<file path="config.mk">
export PLATFORM = sky130hd
export DESIGN_NAME = sensor_filter_flat
export DESIGN_NICKNAME = d
export VERILOG_FILES = /design/src/rtl/sensor_filter_if.sv /design/src/rtl/sensor_filter.sv /design/src/flat_wrapper.sv
export SDC_FILE = /design/constraint.sdc
export NUM_CORES = 1
export LEC_CHECK = 0
export ABC_AREA = 1
export CORE_AREA = 2 2 84 126
export CTS_BUF_LIST = sky130_fd_sc_hd__clkbuf_4
export CTS_CLUSTER_DIAMETER = 50
export DETAILED_ROUTE_END_ITERATION = 8
export DIE_AREA = 0 0 86 128
export RECOVER_POWER = 100
export SYNTH_ARGS = -nofsm -noshare
export SYNTH_HDL_FRONTEND = slang
export SYNTH_SLANG_ARGS = --single-unit
</file>
<file path="constraint.sdc">
create_clock -name clk -period 2.25 [get_ports clk]
set_input_delay 0.675 -clock clk [delete_from_list [all_inputs] [get_ports clk]]
set_output_delay 0.675 -clock clk [all_outputs]
set_load 0.1 [all_outputs]
</file>
<file path="src/rtl/sensor_filter_if.sv">
// ---------------------------------------------------------------------------
// sensor_filter_if
// Bundles the sensor signals of the sensor_filter block.
//   sensor_raw     : raw, asynchronous sensor pins (WIDTH bits)
//   sensor_out     : debounced, clock-synchronous sensor level (WIDTH bits)
//   sensor_changed : one-cycle strobe when any bit of sensor_out changes
//   sensor_err     : sensor_out is not a thermometer code
// Modports:
//   master : the side that drives the raw pins and consumes the outputs
//   slave  : the filter itself
// ---------------------------------------------------------------------------
interface sensor_filter_if #(
   parameter int WIDTH = 8
);
   logic [WIDTH-1:0] sensor_raw;
   logic [WIDTH-1:0] sensor_out;
   logic             sensor_changed;
   logic             sensor_err;

   modport master (
      output sensor_raw,
      input  sensor_out,
      input  sensor_changed,
      input  sensor_err
   );

   modport slave (
      input  sensor_raw,
      output sensor_out,
      output sensor_changed,
      output sensor_err
   );
endinterface

</file>
<file path="src/rtl/sensor_filter.sv">
// ---------------------------------------------------------------------------
// sensor_filter
// Conditions WIDTH raw, bouncing liquid-sensor lines into a clean,
// clock-synchronous level vector. Each bit is passed through a two-flop
// synchronizer and then debounced against a shared prescaled sample tick:
// a new level is accepted only after DEBOUNCE_CNT consecutive ticks that
// all differ from the current output.
//
// Parameters:
//   WIDTH        : number of sensor channels
//   PRESCALE     : clock cycles per sample tick (>= 1)
//   DEBOUNCE_CNT : consecutive differing ticks needed to accept a level (>= 1)
//
// Ports:
//   clk   : system clock
//   rst_n : asynchronous active-low reset
//   bus   : sensor_filter_if slave modport (raw in, out/changed/err out)
//
// Optional feature macro: SENSOR_FILTER_FAULT_CHECK_EN
//   Defined   : sensor_err flags a sensor_out that is not a thermometer code.
//   Undefined : sensor_err is tied to 0 and no check logic exists.
// ---------------------------------------------------------------------------
module sensor_filter #(
   parameter int WIDTH        = 8,
   parameter int PRESCALE     = 100000,
   parameter int DEBOUNCE_CNT = 8
) (
   input  logic           clk,
   input  logic           rst_n,
   sensor_filter_if.slave bus
);

   // A PRESCALE of 1 still needs a one-bit counter to keep the ports sane.
   localparam int PS_W  = (PRESCALE > 1) ? $clog2(PRESCALE) : 1;
   localparam int CNT_W = $clog2(DEBOUNCE_CNT + 1);

   localparam logic [PS_W-1:0]  PS_LAST  = PS_W'(PRESCALE - 1);
   localparam logic [CNT_W-1:0] CNT_LAST = CNT_W'(DEBOUNCE_CNT - 1);

   logic [WIDTH-1:0] sync_meta;
   logic [WIDTH-1:0] sync;
   logic [PS_W-1:0]  pre_cnt;
   logic             tick;
   logic [CNT_W-1:0] cnt      [WIDTH];
   logic [CNT_W-1:0] cnt_next [WIDTH];
   logic [WIDTH-1:0] out_q;
   logic [WIDTH-1:0] out_next;
   logic             changed_q;

   // Two-flop synchronizer for every raw pin.
   always_ff @(posedge clk or negedge rst_n) begin
      if (!rst_n) begin
         sync_meta <= '0;
         sync      <= '0;
      end else begin
         sync_meta <= bus.sensor_raw;
         sync      <= sync_meta;
      end
   end

   // Free-running prescaler; raw activity never touches it.
   always_ff @(posedge clk or negedge rst_n) begin
      if (!rst_n) begin
         pre_cnt <= '0;
      end else if (pre_cnt == PS_LAST) begin
         pre_cnt <= '0;
      end else begin
         pre_cnt <= pre_cnt + PS_W'(1);
      end
   end

   assign tick = (pre_cnt == PS_LAST);

   // Per-channel debounce decision. Any sample that agrees with the current
   // output restarts the count, so only an unbroken run of DEBOUNCE_CNT
   // differing ticks can flip a bit.
   always_comb begin
      out_next = out_q;
      for (int i = 0; i < WIDTH; i++) begin
         cnt_next[i] = cnt[i];
         if (tick) begin
            if (sync[i] == out_q[i]) begin
               cnt_next[i] = '0;
            end else if (cnt[i] == CNT_LAST) begin
               out_next[i] = sync[i];
               cnt_next[i] = '0;
            end else begin
               cnt_next[i] = cnt[i] + CNT_W'(1);
            end
         end
      end
   end

   // Output level, counters and the change strobe. The strobe is computed
   // from the next-state value so it lines up with the new output.
   always_ff @(posedge clk or negedge rst_n) begin
      if (!rst_n) begin
         out_q     <= '0;
         changed_q <= 1'b0;
         for (int i = 0; i < WIDTH; i++) begin
            cnt[i] <= '0;
         end
      end else begin
         out_q     <= out_next;
         changed_q <= (out_next != out_q);
         cnt       <= cnt_next;
      end
   end

   assign bus.sensor_out     = out_q;
   assign bus.sensor_changed = changed_q;

`ifdef SENSOR_FILTER_FAULT_CHECK_EN
   logic err_q;
   logic err_next;

   // A level set above a clear level is physically impossible for a
   // liquid column; evaluated on next-state so it moves with sensor_out.
   always_comb begin
      err_next = 1'b0;
      for (int i = 1; i < WIDTH; i++) begin
         if (out_next[i] && !out_next[i-1]) begin
            err_next = 1'b1;
         end
      end
   end

   always_ff @(posedge clk or negedge rst_n) begin
      if (!rst_n) begin
         err_q <= 1'b0;
      end else begin
         err_q <= err_next;
      end
   end

   assign bus.sensor_err = err_q;
`else
   assign bus.sensor_err = 1'b0;
`endif

endmodule

</file>
<file path="src/flat_wrapper.sv">
// flat-port wrapper written by rule: the top's interface ports become plain ports
module sensor_filter_flat 
#(
   parameter int WIDTH        = 8,
   parameter int PRESCALE     = 100000,
   parameter int DEBOUNCE_CNT = 8
)
  (clk, rst_n, bus_sensor_raw, bus_sensor_out, bus_sensor_changed, bus_sensor_err);
  sensor_filter_if #(.WIDTH(WIDTH)) bus_i ();
  input  logic clk;
  input  logic rst_n;
  input wire logic [$bits(bus_i.sensor_raw)-1:0] bus_sensor_raw;
  output wire logic [$bits(bus_i.sensor_out)-1:0] bus_sensor_out;
  output wire logic [$bits(bus_i.sensor_changed)-1:0] bus_sensor_changed;
  output wire logic [$bits(bus_i.sensor_err)-1:0] bus_sensor_err;
  assign bus_i.sensor_raw = bus_sensor_raw;
  assign bus_sensor_out = bus_i.sensor_out;
  assign bus_sensor_changed = bus_i.sensor_changed;
  assign bus_sensor_err = bus_i.sensor_err;
  sensor_filter #(.WIDTH(WIDTH), .PRESCALE(PRESCALE), .DEBOUNCE_CNT(DEBOUNCE_CNT)) u_core (.clk(clk), .rst_n(rst_n), .bus(bus_i));
endmodule
</file>
### After elaboration in Yosys (flattened, before gate mapping)

Cells that the tools add are included.
W data, S select, Z words.

| storage, ports and cells | value |
|---|---|
| output and inout bits | 10 |
| input port bits | 10 |
| bits in registers | 74 |

| operators by class | value |
|---|---|
| $add $sub $neg | 9 |
| eq/ne operators | 18 |
| mux-type cells | 41 |

Operators by type and width:

| cell | count |
|---|---|
| $mux W4 | 16 |
| $add A4 B1 Y4 const B | 8 |
| $eq A4 B3 Y1 const B | 8 |
| $mux W1 | 24 |
| $add A17 B1 Y17 const B | 1 |
| $eq A17 B17 Y1 const B | 1 |
| $mux W17 | 1 |
| $eq A1 B1 Y1 | 8 |
| $ne A8 B8 Y1 | 1 |

### Depth between registers and ports, before layout

Gate-level depths: netlist of run 1.

| depth | value |
|---|---|
| depth after elaboration | 5 |
| depth in mapped cells | 10 |

### Worst setup path before layout of run 1

OpenSTA, ideal clock, no wires.

| path | value |
|---|---|
| kind | register to output |
| start | register u_core.out_q[0], in the netlist u_core.bus.sensor_out[0] |
| end | output bus_sensor_out[0] |
| data arrival time | 0.950 ns |
| slack | 0.625 ns |
| cell stages (with the launch flop) | 1 |
| path through | dfrtp_1 |

RTL lines:

| item | RTL line | source |
|---|---|---|
| start, declared | sensor_filter.sv:46 | `logic [WIDTH-1:0] out_q;` |
| start signal, assigned | sensor_filter.sv:104 | `out_q <= out_next;` |
| end, declared | flat_wrapper.sv:13 | `output wire logic [$bits(bus_i.sensor_out)-1:0] bus_sensor_out;` |

No word-level cell between the ends.

### Worst setup path in the final report of run 1

| path | value |
|---|---|
| start | register u_core.out_q[3], in the netlist u_core.bus.sensor_out[3] |
| end | output bus_sensor_out[3] |

No word-level cell between the ends.

==> impl_metrics.csv, run 1 <==
group,metric,value,unit
outcome,outcome,"finished, final reports clean",
cts,post_cts_buffers,0,
finish,drive_gt1_frac,0.104,
worst_setup_path,critPathRequiredTime,1.57,ns
worst_setup_path,cp_slowest_cell,"clkbuf_2",
worst_setup_path,path_max_fanout,5,
worst_setup_path,slowest_delay,0.48,ns
cts,clock_latency,0.44,ns
timing,setup_viol,0,
cts,cts_sinks,74,
power_and_ir_drop,pwr-share-comb,0.033,
job,drv_cap,0,
cts,cts_tree,"built",
global_routing,overflow,0,
global_routing,grt_max_degree,56,
timing,rsz0062_at_grt,"no",
floorplan,die_h,128,µm
cts,path_clk_slew,0.11,ns
timing,max-slew-margin-rel,0.0378,
floorplan,start_util,0.390,
timing,fin_skew,0.0134,ns
finish,fin_nets,524,
cts,root_buffer,"clkbuf_4",
hold_path,whs_path_depth,0,
global_routing,grt_usage,0.146,
finish,area_growth_syn_to_layout,10.1,%
worst_setup_path,critPathLaunchType,"register",
finish,antenna_cells,0,
timing,finalHoldViolations,0,
drt,vias,2950,
logic_synthesis,yosys.cell_types.count,26,
global_routing,antenna_found_initial,0,
worst_setup_path,arrival,1.32,ns
worst_setup_path,cp_num_buf_inv,1,
timing,final.setup.tns,0,ns
drt,vias_per_cell,4.70,
drt,avgRoutedWirePerCell,11.1,µm
cts,hold_buffers,0,
timing,tightest_slew,1.44,ns
worst_setup_path,critPathKind,"reg2out",
worst_setup_path,path_cells,"clkbuf_2",
power_and_ir_drop,ir_drop,0.188,mV
cts,cts_buffers,9,
timing,min_period,2.00,ns
finish,fin_util,0.430,
drt,routed_wl,6980,µm
hold_path,hp-class,"reg2reg",
worst_setup_path,reg2reg_depth,9,
cts,cts_resized,0,
global_routing,grt_pass1_wl,12700,µm
logic_synthesis,syn_area,0.00389,mm²
logic_synthesis,yosys_warnings,0,
finish,final_cell_mix,"nand2_1 (173), dfrtp_1 (74), nor2_1 (56)",
worst_setup_path,crit_family,"buffers and inverters",
drt,drt_iter0_markers,108,
power_and_ir_drop,p_per_area,522,mW/mm²
power_and_ir_drop,p_leak,2.13,nW
finish,multi_input_area,0.00167,mm²
finish,final_area,0.00428,mm²
power_and_ir_drop,power.total,2.24,mW
floorplan,core_area,0.00997,mm²
floorplan,io_pins,20,
drt,drtAntennaViolNets,0,
power_and_ir_drop,p_clk_frac,0.363,
placed_design,gp_congestion,0.813,
finish,ff_latch_area,0.00185,mm²
global_routing,grt_pass1_vias,2945,
timing,min_period_over_period,0.888,
power_and_ir_drop,p_int,1.71,mW
power_and_ir_drop,seqPwrFrac,0.603,
logic_synthesis,ys_seq_elements,74,
timing,slew_viol_final,0,
finish,fill_cells,1021,
logic_synthesis,netlist_instances,482,
drt,first_pass_iters,4,
cts,ctsHtreeMaxLevel,3,
power_and_ir_drop,swShare,0.236,
finish,final_common_cell,"nand2_1",
timing,fmax,501,MHz
placed_design,place_hpwl,4880,µm
drt,drc,0,
logic_synthesis,synth.net_count,501,
worst_setup_path,crit_path_end_kind,"output port",
placed_design,place_area,0.00425,mm²
floorplan,fp.dieW,86,µm
cts,clk_path_buf_depth,2,
placed_design,portBuffers,18,
floorplan,rows,45,
logic_synthesis,syn_avg_cell_area,8.06,µm²
logic_synthesis,synth_sequential_area_ratio,0.476,
floorplan,die-area,0.0110,mm²
worst_setup_path,cp.depth,1,
power_and_ir_drop,p_switching,0.529,mW
registers in the layout, indices dropped and copies added, names as in the netlist:
signal and cells:
u_core.cnt 32, u_core.pre_cnt 17, u_core.bus.sensor_out 8, u_core.sync 8
u_core.sync_meta 8, u_core.bus.sensor_changed 1
stage by stage:
stage / instances / setup slack, ns / hold WS [ns]
floorplan: 482 / 0.625 / 0.331
global placement: 611 / 0.673 / 0.331
detailed placement: 611 / 0.631 / 0.335
CTS: 627 / 0.404 / 0.118
global route: 627 / 0.185 / 0.373
finish: 627 / 0.252 / 0.360
cell usage after synthesis, drive strengths merged:
cell	instances	area, µm²
inv	56	210
buf	8	80.1
o21bai	1	7.51
nor3	8	40.0
nor2	59	255
ha	9	113
conb	1	3.75
nand3	23	133
nand3b	7	52.6
nand4	7	43.8
o21ai	44	310
xor2	9	78.8
a21oi	1	5.00
nand2	175	702
dfrtp	74	1850
power groups by stage:
stage | logic (mW) | clock network (mW) | registers, mW
final | 0.0748 | 0.812 | 1.35
after global routing | 0.0878 | 0.907 | 1.35
after CTS | 0.0831 | 0.849 | 1.35
after detailed placement | 0.0829 | 0 | 1.38
after global placement | 0.0814 | 0 | 1.37
after floorplan | 0.0309 | 0 | 1.37
metal layers:
layer  vias up  part of all wire  global-route usage
met3        14             0.028              0.0431
li1       1546                 -                   -
met4         0             0.024              0.0672
met1      1361              0.43               0.163
met2        29              0.52               0.252
met5         -                 0                   0
final timing paths:
path / slack (ns) / endpoint / start
setup / recovery: 0.25 / bus_sensor_out[3] / u_core.bus.sensor_out[3]
min in group asynchronous: 0.56 / u_core.bus.sensor_out[5] / rst_n
hold reg to reg: 0.36 / u_core.sync[5] / u_core.sync_meta[5]
hold / removal: 0.36 / u_core.sync[5] / u_core.sync_meta[5]
max in group asynchronous: 0.76 / u_core.pre_cnt[10] / rst_n
setup reg to reg: 0.43 / u_core.cnt[4] / u_core.pre_cnt[0]
worst reg2reg max path, delay by kind of cell, from the launching register on:
| kind | cells | cell delay, ns |
|---|---|---|
| and+or+nand+nor | 5 | 0.77 |
| DFF | 1 | 0.38 |
| adders and majority gates | 1 | 0.19 |
| AOI/OAI and AO/OA | 1 | 0.05 |
| buffers and inverters | 2 | 0.31 |
kinds of logic after synthesis:
logic type	count (synthesis)	synth area share
flops	74	0.476
simple gates	279	0.316
other cells	1	0.000965
buf+inv	64	0.0747
xor+xnor	9	0.0203
fa+ha+maj	9	0.0290
compound gates	46	0.0831
layout make-up:
class / instances / area share
Inverter: 56 / 0.0491
Timing Repair Buffer: 20 / 0.0620
Clock buffer: 10 / 0.0175
Tap cell: 117 / 0.0342
Clock inverter: 6 / 0.0134
Sequential cell: 74 / 0.433
Multi-Input combinational cell: 344 / 0.391
Power figures use the tool's default switching activity.
==> run 2, diff against run 1 <==
--- a/config.mk
+++ b/config.mk
@@ -6,11 +6,11 @@
 export NUM_CORES = 1
 export LEC_CHECK = 0
 export ABC_AREA = 1
-export CORE_AREA = 2 2 84 126
+export CORE_AREA = 2 2 90 135
 export CTS_BUF_LIST = sky130_fd_sc_hd__clkbuf_4
 export CTS_CLUSTER_DIAMETER = 50
 export DETAILED_ROUTE_END_ITERATION = 8
-export DIE_AREA = 0 0 86 128
+export DIE_AREA = 0 0 92 137
 export RECOVER_POWER = 100
 export SYNTH_ARGS = -nofsm -noshare
 export SYNTH_HDL_FRONTEND = slang
==> impl_metrics.csv, run 2 (same netlist as run 1, synthesis figures left out) <==
group,metric,value,unit
placed_design,place_hpwl,5180,µm
power_and_ir_drop,swShare,0.216,
global_routing,grt_max_degree,39,
hold_path,hold_start,"u_core.sync_meta[7]",
timing,finalHoldViolations,0,
cts,root_buffer,"clkbuf_4",
global_routing,overflow,0,
drt,drtAntennaViolNets,0,
worst_setup_path,cp_slowest_cell,"clkbuf_2",
worst_setup_path,critPathRequiredTime,1.57,ns
timing,final.setup.tns,0,ns
cts,cts_sinks,74,
worst_setup_path,critPathKind,"reg2out",
global_routing,grt.busiest_layer,"met2",
cts,clk_path_buf_depth,2,
hold_path,hp-class,"reg2reg",
power_and_ir_drop,p_clk_frac,0.390,
drt,routed_wl,7240,µm
cts,post_cts_buffers,0,
worst_setup_path,arrival,1.33,ns
worst_setup_path,crit-reg2reg-launch,"u_core.pre_cnt[0]",
finish,area_growth_syn_to_layout,9.59,%
floorplan,rows,48,
global_routing,antenna_found_initial,1,
finish,drive_gt1_frac,0.0996,
global_routing,grt_pass1_vias,2906,
job,drv_cap,0,
finish,fin_nets,527,
cts,path_clk_slew,0.11,ns
power_and_ir_drop,ir_drop,0.242,mV
worst_setup_path,slowest_delay,0.49,ns
finish,top_register,"u_core.cnt",
worst_setup_path,crit_path_end_kind,"output port",
floorplan,fp.dieW,92,µm
worst_setup_path,critPathLaunchType,"register",
cts,cts_resized,0,
floorplan,io_pins,20,
global_routing,grt_usage,0.127,
placed_design,portBuffers,18,
global_routing,grt_util_met3,0.0347,
finish,final_common_cell,"nand2_1",
floorplan,die-area,0.0126,mm²
power_and_ir_drop,pwr-share-comb,0.031,
timing,fmax,498,MHz
worst_setup_path,cp_num_buf_inv,1,
timing,rsz0062_at_grt,"no",
timing,max-slew-margin-rel,0.375,
drt,drt_iter0_markers,139,
power_and_ir_drop,p_leak,2.12,nW
drt,vias,2982,
finish,final_area,0.00426,mm²
worst_setup_path,crit_family,"buffers and inverters",
worst_setup_path,path_cells,"clkbuf_2",
power_and_ir_drop,seqPwrFrac,0.579,
cts,clock_latency,0.43,ns
power_and_ir_drop,power.total,2.33,mW
finish,largest_reg_flops,32,
timing,tightest_slew,0.937,ns
worst_setup_path,r2r-end,"u_core.cnt[24]",
timing,setup_ws,0.242,ns
hold_path,whs_path_depth,0,
placed_design,place_area,0.00431,mm²
finish,fin_util,0.373,
timing,setup_viol,0,
drt,drc,0,
placed_design,gp_congestion,0.867,
worst_setup_path,r2r_setup_slack,0.31,ns
finish,reg.largest.list,"u_core.cnt: 32 flops, u_core.pre_cnt: 17 flops",
floorplan,start_util,0.341,
timing,fin_skew,0.0162,ns
timing,min_period_over_period,0.892,
cts,cts_tree,"built",
outcome,outcome,"finished, final reports clean",
floorplan,die_h,137,µm
timing,slew_viol_final,0,
finish,final_cell_mix,"nand2_1 (172), dfrtp_1 (74), nor2_1 (55), inv_1 (55), o21ai_0 (27)",
timing,min_period,2.01,ns
power_and_ir_drop,p_int,1.83,mW
global_routing,grtUsageMet2,0.227,
cts,cts_buffers,9,
floorplan,core_area,0.0114,mm²
drt,vias_per_cell,4.50,
placed_design,pre_cts_ws,0.363,ns
global_routing,grt_pass1_wl,12800,µm
finish,fill_cells,1214,
drt,avgRoutedWirePerCell,10.9,µm
cts,hold_buffers,0,
power_and_ir_drop,p_per_area,547,mW/mm²
worst_setup_path,reg2reg_depth,9,
hold_path,holdPathEnd,"u_core.sync[7]",
drt,first_pass_iters,4,
cts,ctsHtreeMaxLevel,3,
power_and_ir_drop,p_switching,0.503,mW
global_routing,met1_usage,0.140,
worst_setup_path,path_max_fanout,5,
run 2: layout make-up:
cell class	count	area, µm²	share of cell area
diodes	1	2.50	0.000588
clock inverters	4	67.6	0.0159
inverters	56	210	0.0494
clock buffers	11	82.6	0.0194
flip-flops and latches	74	1850	0.435
well taps	150	188	0.0441
repair buffers	23	181	0.0426
multi-input cells	344	1680	0.393
run 2: how the worst max path moves through the flow:
stage	cells past startpoint	slack [ns]	endpoint	start
2_1_floorplan	0	0.62	bus_sensor_out[0]	u_core.bus.sensor_out[0]
3_3_place_gp	9	0.41	u_core.cnt[20]	u_core.pre_cnt[0]
3_5_place_dp	9	0.36	u_core.cnt[30]	u_core.pre_cnt[0]
4_1_cts	9	0.35	u_core.cnt[30]	u_core.pre_cnt[0]
5_1_grt	1	0.14	bus_sensor_out[5]	u_core.bus.sensor_out[5]
6_report	1	0.24	bus_sensor_out[2]	u_core.bus.sensor_out[2]
run 2: power by group through the flow:
stage / Combinational (mW) / Clock [mW] / Sequential (mW)
floorplan: 0.0309 / 0 / 1.37
global placement: 0.0805 / 0 / 1.37
detailed placement: 0.0819 / 0 / 1.38
CTS: 0.0823 / 0.953 / 1.35
global route: 0.0855 / 1.00 / 1.35
finish: 0.0717 / 0.908 / 1.35
run 2: metrics by stage:
| stage | hold WS (ns) | cells |
|---|---|---|
| 6_report | 0.358 | 663 |
| 3_3_place_gp | 0.331 | 647 |
| 3_5_place_dp | 0.336 | 647 |
| 4_1_cts | 0.188 | 662 |
| 5_1_grt | 0.365 | 663 |
| 2_1_floorplan | 0.331 | 482 |
run 2: metal layers:
layer / part of all wire / routed length (µm)
met5: 0 / 0
met4: 0.023 / 166
met3: 0.028 / 205
met2: 0.52 / 3790
met1: 0.42 / 3070
